==> config.mk <==
export PLATFORM = sky130hd
export DESIGN_NAME = ub_arbiter
export DESIGN_NICKNAME = d
export VERILOG_FILES = /design/src/rtl/ub_arbiter_pkg.sv /design/src/rtl/ub_arbiter_rr_select.sv /design/src/rtl/ub_arbiter.sv
export SDC_FILE = /design/constraint.sdc
export NUM_CORES = 1
export LEC_CHECK = 0
export CORE_MARGIN = 2
export CORE_UTILIZATION = 40
export DETAILED_ROUTE_END_ITERATION = 10
export MAX_ROUTING_LAYER = met4
export PLACE_DENSITY_LB_ADDON = 0.25
export RECOVER_POWER = 25
export SKIP_LAST_GASP = 1
export SYNTH_ARGS = -nofsm -noshare
export SYNTH_HDL_FRONTEND = slang
export SYNTH_SLANG_ARGS = --single-unit
==> constraint.sdc <==
create_clock -name CLK -period 4.8 [get_ports CLK]
set_input_delay 0.96 -clock CLK [delete_from_list [all_inputs] [get_ports CLK]]
set_output_delay 0.96 -clock CLK [all_outputs]
set_load 0.01 [all_outputs]
==> src/rtl/ub_arbiter_pkg.sv <==
// rtl/ub_arbiter_pkg.sv - shared arbiter state type and unified-buffer requester indices
package ub_arbiter_pkg;

    typedef enum logic [1:0] {
        IDLE    = 2'd0,
        BUSY    = 2'd1,
        RELEASE = 2'd2
    } arb_state_e;

    localparam int REQ_DMA  = 0;
    localparam int REQ_FEED = 1;
    localparam int REQ_WB   = 2;

endpackage

==> src/rtl/ub_arbiter_rr_select.sv <==
// rtl/ub_arbiter_rr_select.sv - combinational round-robin winner pick, searching from last_owner+1 with wrap
module rr_select #(
    parameter int NUM_REQ = 3,
    parameter int IDX_W   = 2
) (
    input  logic [NUM_REQ-1:0] req,
    input  logic [IDX_W-1:0]   last_owner,
    output logic [NUM_REQ-1:0] winner,
    output logic               valid
);

    logic [IDX_W-1:0] idx;

    // Walk from the farthest candidate to the nearest so the nearest requester overwrites.
    always_comb begin
        winner = '0;
        idx    = '0;
        for (int k = NUM_REQ; k >= 1; k--) begin
            idx = IDX_W'((int'(last_owner) + k) % NUM_REQ);
            if (req[idx]) begin
                winner      = '0;
                winner[idx] = 1'b1;
            end
        end
    end

    assign valid = |req;

endmodule

==> src/rtl/ub_arbiter.sv <==
// rtl/ub_arbiter.sv - round-robin burst arbiter granting unified-buffer access to DMA, feeder and writeback
module ub_arbiter
    import ub_arbiter_pkg::*;
#(
    parameter int NUM_REQ     = 3,
    parameter int ADDR_WIDTH  = 16,
    parameter int DATA_WIDTH  = 8,
    parameter int BURST_WIDTH = 8
) (
    input  logic                          CLK,
    input  logic                          ASYNC_RST,
    input  logic                          SYNC_RST,
    input  logic                          EN,
    input  logic [NUM_REQ-1:0]            req,
    input  logic [NUM_REQ*BURST_WIDTH-1:0] req_len,
    input  logic [NUM_REQ-1:0]            beat_valid,
    input  logic [NUM_REQ-1:0]            beat_wren,
    input  logic [NUM_REQ*ADDR_WIDTH-1:0] beat_addr,
    input  logic [NUM_REQ*DATA_WIDTH-1:0] beat_wrdata,
    output logic [NUM_REQ-1:0]            gnt,
    output logic [NUM_REQ-1:0]            rd_valid,
    output logic [DATA_WIDTH-1:0]         rd_data,
    output logic                          busy,
    output logic                          UB_en,
    output logic                          UB_wren,
    output logic [ADDR_WIDTH-1:0]         UB_wraddr,
    output logic [DATA_WIDTH-1:0]         UB_wrdata,
    output logic [ADDR_WIDTH-1:0]         UB_rdaddr,
    input  logic [DATA_WIDTH-1:0]         UB_rddata
);

    localparam int IDX_W = (NUM_REQ > 1) ? $clog2(NUM_REQ) : 1;
    localparam int CNT_W = BURST_WIDTH + 1;

    arb_state_e             state;
    logic [IDX_W-1:0]       owner;
    logic [IDX_W-1:0]       last_owner;
    logic [IDX_W-1:0]       win_idx;
    logic [NUM_REQ-1:0]     win_onehot;
    logic                   win_valid;
    logic [BURST_WIDTH-1:0] win_len;
    logic [CNT_W-1:0]       beat_cnt;
    logic [CNT_W-1:0]       beat_target;
    logic [NUM_REQ-1:0]     rd_pend;
    logic                   owner_req;
    logic                   owner_valid;
    logic                   owner_wren;
    logic [ADDR_WIDTH-1:0]  owner_addr;
    logic [DATA_WIDTH-1:0]  owner_wrdata;

    rr_select #(
        .NUM_REQ (NUM_REQ),
        .IDX_W   (IDX_W)
    ) u_rr_select (
        .req        (req),
        .last_owner (last_owner),
        .winner     (win_onehot),
        .valid      (win_valid)
    );

    always_comb begin
        win_idx = '0;
        for (int i = 0; i < NUM_REQ; i++) begin
            if (win_onehot[i]) win_idx = IDX_W'(i);
        end
    end

    assign win_len      = req_len[win_idx*BURST_WIDTH +: BURST_WIDTH];
    assign owner_req    = req[owner];
    assign owner_valid  = beat_valid[owner];
    assign owner_wren   = beat_wren[owner];
    assign owner_addr   = beat_addr[owner*ADDR_WIDTH +: ADDR_WIDTH];
    assign owner_wrdata = beat_wrdata[owner*DATA_WIDTH +: DATA_WIDTH];
    assign rd_data      = UB_rddata;

    always_ff @(posedge CLK or negedge ASYNC_RST) begin
        if (!ASYNC_RST) begin
            state       <= IDLE;
            owner       <= '0;
            last_owner  <= IDX_W'(NUM_REQ - 1);
            beat_cnt    <= '0;
            beat_target <= '0;
            rd_pend     <= '0;
            gnt         <= '0;
            rd_valid    <= '0;
            busy        <= 1'b0;
            UB_en       <= 1'b0;
            UB_wren     <= 1'b0;
            UB_wraddr   <= '0;
            UB_wrdata   <= '0;
            UB_rdaddr   <= '0;
        end else if (EN) begin
            if (SYNC_RST) begin
                state       <= IDLE;
                owner       <= '0;
                last_owner  <= IDX_W'(NUM_REQ - 1);
                beat_cnt    <= '0;
                beat_target <= '0;
                rd_pend     <= '0;
                gnt         <= '0;
                rd_valid    <= '0;
                busy        <= 1'b0;
                UB_en       <= 1'b0;
                UB_wren     <= 1'b0;
                UB_wraddr   <= '0;
                UB_wrdata   <= '0;
                UB_rdaddr   <= '0;
            end else begin
                // Read data lands one cycle after UB_rdaddr; rd_valid tracks it one stage later.
                rd_valid <= rd_pend;
                rd_pend  <= '0;
                case (state)
                    IDLE: begin
                        UB_en   <= 1'b0;
                        UB_wren <= 1'b0;
                        if (win_valid) begin
                            owner       <= win_idx;
                            last_owner  <= win_idx;
                            gnt         <= win_onehot;
                            busy        <= 1'b1;
                            beat_cnt    <= '0;
                            beat_target <= (win_len == '0) ? CNT_W'(1) : CNT_W'(win_len);
                            state       <= BUSY;
                        end
                    end
                    BUSY: begin
                        if (!owner_req) begin
                            gnt     <= '0;
                            busy    <= 1'b0;
                            UB_en   <= 1'b0;
                            UB_wren <= 1'b0;
                            state   <= RELEASE;
                        end else if (owner_valid) begin
                            UB_en   <= 1'b1;
                            UB_wren <= owner_wren;
                            if (owner_wren) begin
                                UB_wraddr <= owner_addr;
                                UB_wrdata <= owner_wrdata;
                            end else begin
                                UB_rdaddr <= owner_addr;
                                rd_pend   <= gnt;
                            end
                            beat_cnt <= beat_cnt + CNT_W'(1);
                            if (beat_cnt + CNT_W'(1) == beat_target) begin
                                gnt   <= '0;
                                busy  <= 1'b0;
                                state <= RELEASE;
                            end
                        end else begin
                            UB_en   <= 1'b0;
                            UB_wren <= 1'b0;
                        end
                    end
                    RELEASE: begin
                        UB_en   <= 1'b0;
                        UB_wren <= 1'b0;
                        busy    <= 1'b0;
                        state   <= IDLE;
                    end
                    default: state <= IDLE;
                endcase
            end
        end
    end

endmodule

# Word level (Yosys, flattened, before mapping)
# Cells that the tools add are included.
# Widths: inputs -> output; s select.
# word_totals
regBits,76
in_bits,117
output_inout_bits,57
wordCells,147
# op_classes
n_addsub,4
div_mod_pow,3
order_cmp,7
n_eq_ne,9
shifts,3
n_mux,83
n_reduce_logical,24
# ops
operator,n
$mux 16,10
$mod 32x3->32 const B,3
$mux 9,7
$mux 8,6
$shiftx 24x6->8,2
$shiftx 48x7->16,1
$mux 3,14
$reduce_and 5->1,5
$mux 1,21
$mux 2,10
$pmux 9 s2,1
$bmux 1 s2,6
$lt 2x3->1 const B,4
$reduce_bool 2->1,6
$add 9x1->9 const B,1
$eq 9x9->1,1
$logic_not 8->1,1
$ne 4x4->1 const B,2
$add 2x2->3 const B,2
$demux 1 s2,3
$ge 2x1->1 const B,3
$ne 3x3->1 const B,2
$pmux 3 s2,1
$reduce_bool 3->1,2
16 further kinds,19

# Longest topological paths before layout
# depth
depth_word,17
ltp_mapped,14

# Modules after synthesis
# A second synthesis with hierarchy kept.
# unflattened
hier_cells,457
area_unflattened_um2,4372.9
# by_module_without_submodules
mod,instances,cells_per_inst,area_each_um2,seq_area_each_um2
ub_arbiter,1,423,4134.0,1853.0
rr_select,1,34,239.0,0.0

# Worst setup path after synthesis
# No wires, ideal clock.
# synth_path
path_type,register to register
from,"reg, netlist name owner[0]"
to,reg beat_target[0]
setup_time_ns,0.066
arrival_ns,2.910
required_ns,4.734
slack_ns,1.825
stages_incl_launch_ff,15
path_cell_list,dfrtp_1 > clkbuf_1 > clkbuf_1 > inv_1 > ha_1 > buf_6 > nor2b_1 > o31ai_2 > or2_1 > buf_2 > o21ai_2 > a311oi_2 > o2111ai_1 > o41ai_2 > a22o_1
# synth_rtl
element,line_no,text
"end signal, assigned",ub_arbiter.sv:122,beat_target <= (win_len == '0) ? CNT_W'(1) : CNT_W'(win_len);
"end, declared",ub_arbiter.sv:43,logic [CNT_W-1:0] beat_target;

# Worst setup path after layout
# layout_path
from,in req[2]
to,reg beat_target[0]
# layout_between
elab_chain_len,13
elab_cells_between_ends,20
cone_classes,shift (1); mux (15); reduce/logical (4)
# layout_lines
element,line_no,text
"start, declared",ub_arbiter.sv:14,"input logic [NUM_REQ-1:0] req,"
$bmux 1 s2,ub_arbiter_rr_select.sv:20,if (req[idx]) begin
$mux 1 (implied by the code),ub_arbiter_rr_select.sv:20,
$mux 3 (3 in series),ub_arbiter_rr_select.sv:20,
$mux 1,ub_arbiter.sv:64,if (win_onehot[i]) win_idx = IDX_W'(i);
$mux 2,ub_arbiter.sv:64,
$shiftx 24x6->8,ub_arbiter.sv:68,assign win_len = req_len[win_idx*BURST_WIDTH +: BURST_WIDTH];
$logic_not 8->1,ub_arbiter.sv:122,
$mux 8,ub_arbiter.sv:122,
$mux 9,ub_arbiter.sv:116,if (win_valid) begin
$mux 9,ub_arbiter.sv:112,case (state)
$mux 9,ub_arbiter.sv:93,if (SYNC_RST) begin
# Parallel ways exist; a longest one is shown, timed or not. The select of a mux whose other input is x is not followed.
# A chain may end at the register's enable or synchronous reset.

==> flow_metrics.tcl <==
set metrics [dict create \
    status "finished with violations" \
    failed_checks "capacitance limit, slew limit" \
    synth_area_um2 4481 \
    ys.flop_type "dfrtp_1" \
    rsz0062_at_grt "false" \
    post_drt_wl_per_cell_um 15.95 \
    hp-start "UB_wraddr[4]" \
    synth_edf_count 0 \
    die-width_um 109.8 \
    cts_made_buffers 9 \
    avgSynthCellArea_um2 9.107 \
    drive_above_1_share_pct 6.984 \
    num_rows 38 \
    cts.clk_slew.worst_paths_ns 0.08 \
    die_y_um 109.8 \
    overflow 0 \
    ys_warn_count 0 \
    grt_antenna_before_repair 0 \
    viasPerCell 5.245 \
    multiInputGateArea_um2 2375 \
    cts.sinks 74 \
    synth-seq-cells 74 \
    setup_tns_ns 0 \
    synth_top_family_by_area "compound AO/OA/AOI/OAI gates" \
    post-route-period-util_pct 65.23 \
    cts_resized 0 \
    syn_to_final_growth_pct 39.54 \
    num_antenna_cells 0 \
    setup_slack_ns 1.669 \
    fin_nets 751 \
    synthAdderAreaFrac_pct 2.513 \
    initial_core_util_pct 41.15 \
    hold_viol 0 \
    cts_root_buf "clkbuf_8" \
    cts.path.max_buffers 2 \
    insertion_delay_ns 0.35 \
    register_area_um2 1853 \
    slew_viol_final 75 \
    fp.dieArea_um2 12060 \
    synth_mux_area_share_pct 8.433 \
    synth_cell_types 62 \
    drt-pass1-iter-count 4 \
    setup.worst_path.start "req[2]" \
    num_vias 4039 \
    synth-seq-area-share_pct 41.36 \
    hold_buffers 0 \
    synth_fp_nets 618 \
    grt_use_total_pct 21.49 \
    dpl_worst_slack_ns 1.344 \
    hp-class "reg -> reg" \
    ios 174 \
    setup_violations 0 \
    vdd_drop_max_mv 0.1933 \
    place_hpwl_um 9501 \
    period_minus_slack_ns 3.131 \
    wl_um 12280 \
    postCtsSetupBuffers 0 \
    yosys.area_share.simple_pct 18.24 \
    synth-xor-area-share_pct 2.150 \
    startpoint_type "input port" \
    synthArstFlopShare_pct 100.0 \
    grt_pass1_vias 4157 \
    rr_startpoint "owner[0]" \
    n_fill_cell 1008 \
    worstMarginPinSlew_ns 1.783 \
    cts_tree "built" \
    gp_congestion 0.9301 \
    slew_headroom_pct -18.84 \
    netlist_instances 492 \
    ant_nets 0 \
    arrival_ns 3.42 \
    drc_errors 0 \
    core_um2 10890 \
    cts.htree.levels 3 \
    critPathRequiredTime_ns 5.09 \
    grt_max_degree 75 \
    crit_fanout 7 \
    max_freq_ghz 0.3194 \
    cp-end-kind "flip-flop" \
    p_total_w 0.002349 \
    fin_skew_ns 0.007864 \
    port_buffers 157 \
    grt_pass1_wl_um 19750 \
    cap_violations 1 \
    p_per_area_nw_per_um2 375.7 \
    worstSetupPathType "in -> reg" \
    initialDrtViolationCount 193 \
    leakage_nw 2.588 \
    synth_compound_area_share_pct 21.61 \
]
[where the power goes]
group	internal (W)	switching (W)	total [W]
sequential	0.000721	0.0000624	0.000783
combinational	0.000498	0.000569	0.00107
clock	0.000266	0.000233	0.000499
total	0.00148	0.000865	0.00235
[flip-flops by register name, indices dropped and copies added, names as in the netlist, 3 cells and up]
register and flops:
UB_wraddr 16, beat_cnt 9, rd_valid 3, UB_wrdata 8
UB_rdaddr 16, rd_pend 3, gnt 3, beat_target 8
[synth_stat cells, types with 5 or more instances]
library cell / count / area share (%)
a21oi_1: 18 / 2.0
a22o_1: 28 / 5.5
and3_1: 5 / 0.70
buf_2: 8 / 0.89
buf_4: 9 / 1.5
clkbuf_1: 18 / 1.5
dfrtp_1: 73 / 41
ha_1: 9 / 2.5
inv_1: 11 / 0.92
mux2_2: 5 / 1.3
mux2i_1: 31 / 6.9
nand2_1: 75 / 6.3
nand2b_1: 19 / 2.7
nand3_1: 5 / 0.56
nand3b_1: 7 / 1.2
nor2_1: 26 / 2.2
nor2b_1: 8 / 1.1
nor3_1: 5 / 0.56
o21ai_0: 56 / 6.3
o31ai_1: 7 / 1.2
xnor2_1: 6 / 1.2
xor2_1: 5 / 0.98
[cell type report]
cell class,instances,share of cell area (%)
tap,140,2.802
timing repair buffer,162,25.66
inverter,11,0.6604
clock inverter,5,0.8405
multi-input combinational,367,37.98
sequential,74,29.64
clock buffer,11,2.421
[per-layer routing]
metal | vias up | GRT usage (%) | part of all wire [%]
li1 | 1998 | - | -
met2 | 143 | 36.50 | 47
met5 | - | - | 0
met3 | 11 | 3.734 | 7.7
met4 | 0 | 5.967 | 1.2
met1 | 1887 | 26.30 | 44
[worst max-delay path, stage by stage]
cell and delay [ns]:
clkdlybuf4s50_1 0.54, mux2_1 0.37, nand2b_1 0.29, and2_1 0.24, a21oi_1 0.08, a211oi_1 0.27
o22ai_1 0.17, o41ai_2 0.32, a22o_1 0.16
[placed cells by master (no fill, tap or decap), types with 6 or more instances in the layout]
cell type / instances
inv_1: 11
nor2b_1: 7
a22o_1: 28
clkbuf_8: 11
clkdlybuf4s50_1: 156
nand3b_1: 7
a21oi_1: 18
ha_1: 9
nand2b_1: 19
o21ai_0: 56
dfrtp_1: 73
nor2_1: 26
xnor2_1: 6
nand2_1: 75
o31ai_1: 7
mux2i_1: 31
[final timing paths]
path,cells past startpoint,end,slack [ns]
max in group asynchronous,1,rd_valid[1],2.65
hold reg to reg,2,UB_wraddr[4],0.48
setup / recovery,9,beat_target[0],1.67
setup reg to reg,11,beat_target[0],1.75
min in group asynchronous,1,UB_wraddr[13],1.08
hold / removal,2,UB_wraddr[4],0.48
[metrics by stage]
stage / hold WS [ns] / instance area [µm²] / std cells / utilization (%)
2_1_floorplan: 0.4628 / 4481 / 492 / -
3_3_place_gp: 0.4600 / 6051 / 754 / 55.57
3_5_place_dp: 0.4628 / 6051 / 754 / 55.57
4_1_cts: 0.4817 / 6255 / 770 / 57.45
5_1_grt: 0.5100 / 6252 / 770 / 57.42
6_report: 0.4777 / 6252 / 770 / 57.42
[logic make-up after synthesis]
kind of cell               after synthesis
xor gates and xnor gates                11
buffers and inverters                   51
DFF                                     74
AOI/OAI and AO/OA                      141
adders and majority gates                9
muxes                                   37
and+or+nand+nor                        169
Power figures use the tool's default switching activity.
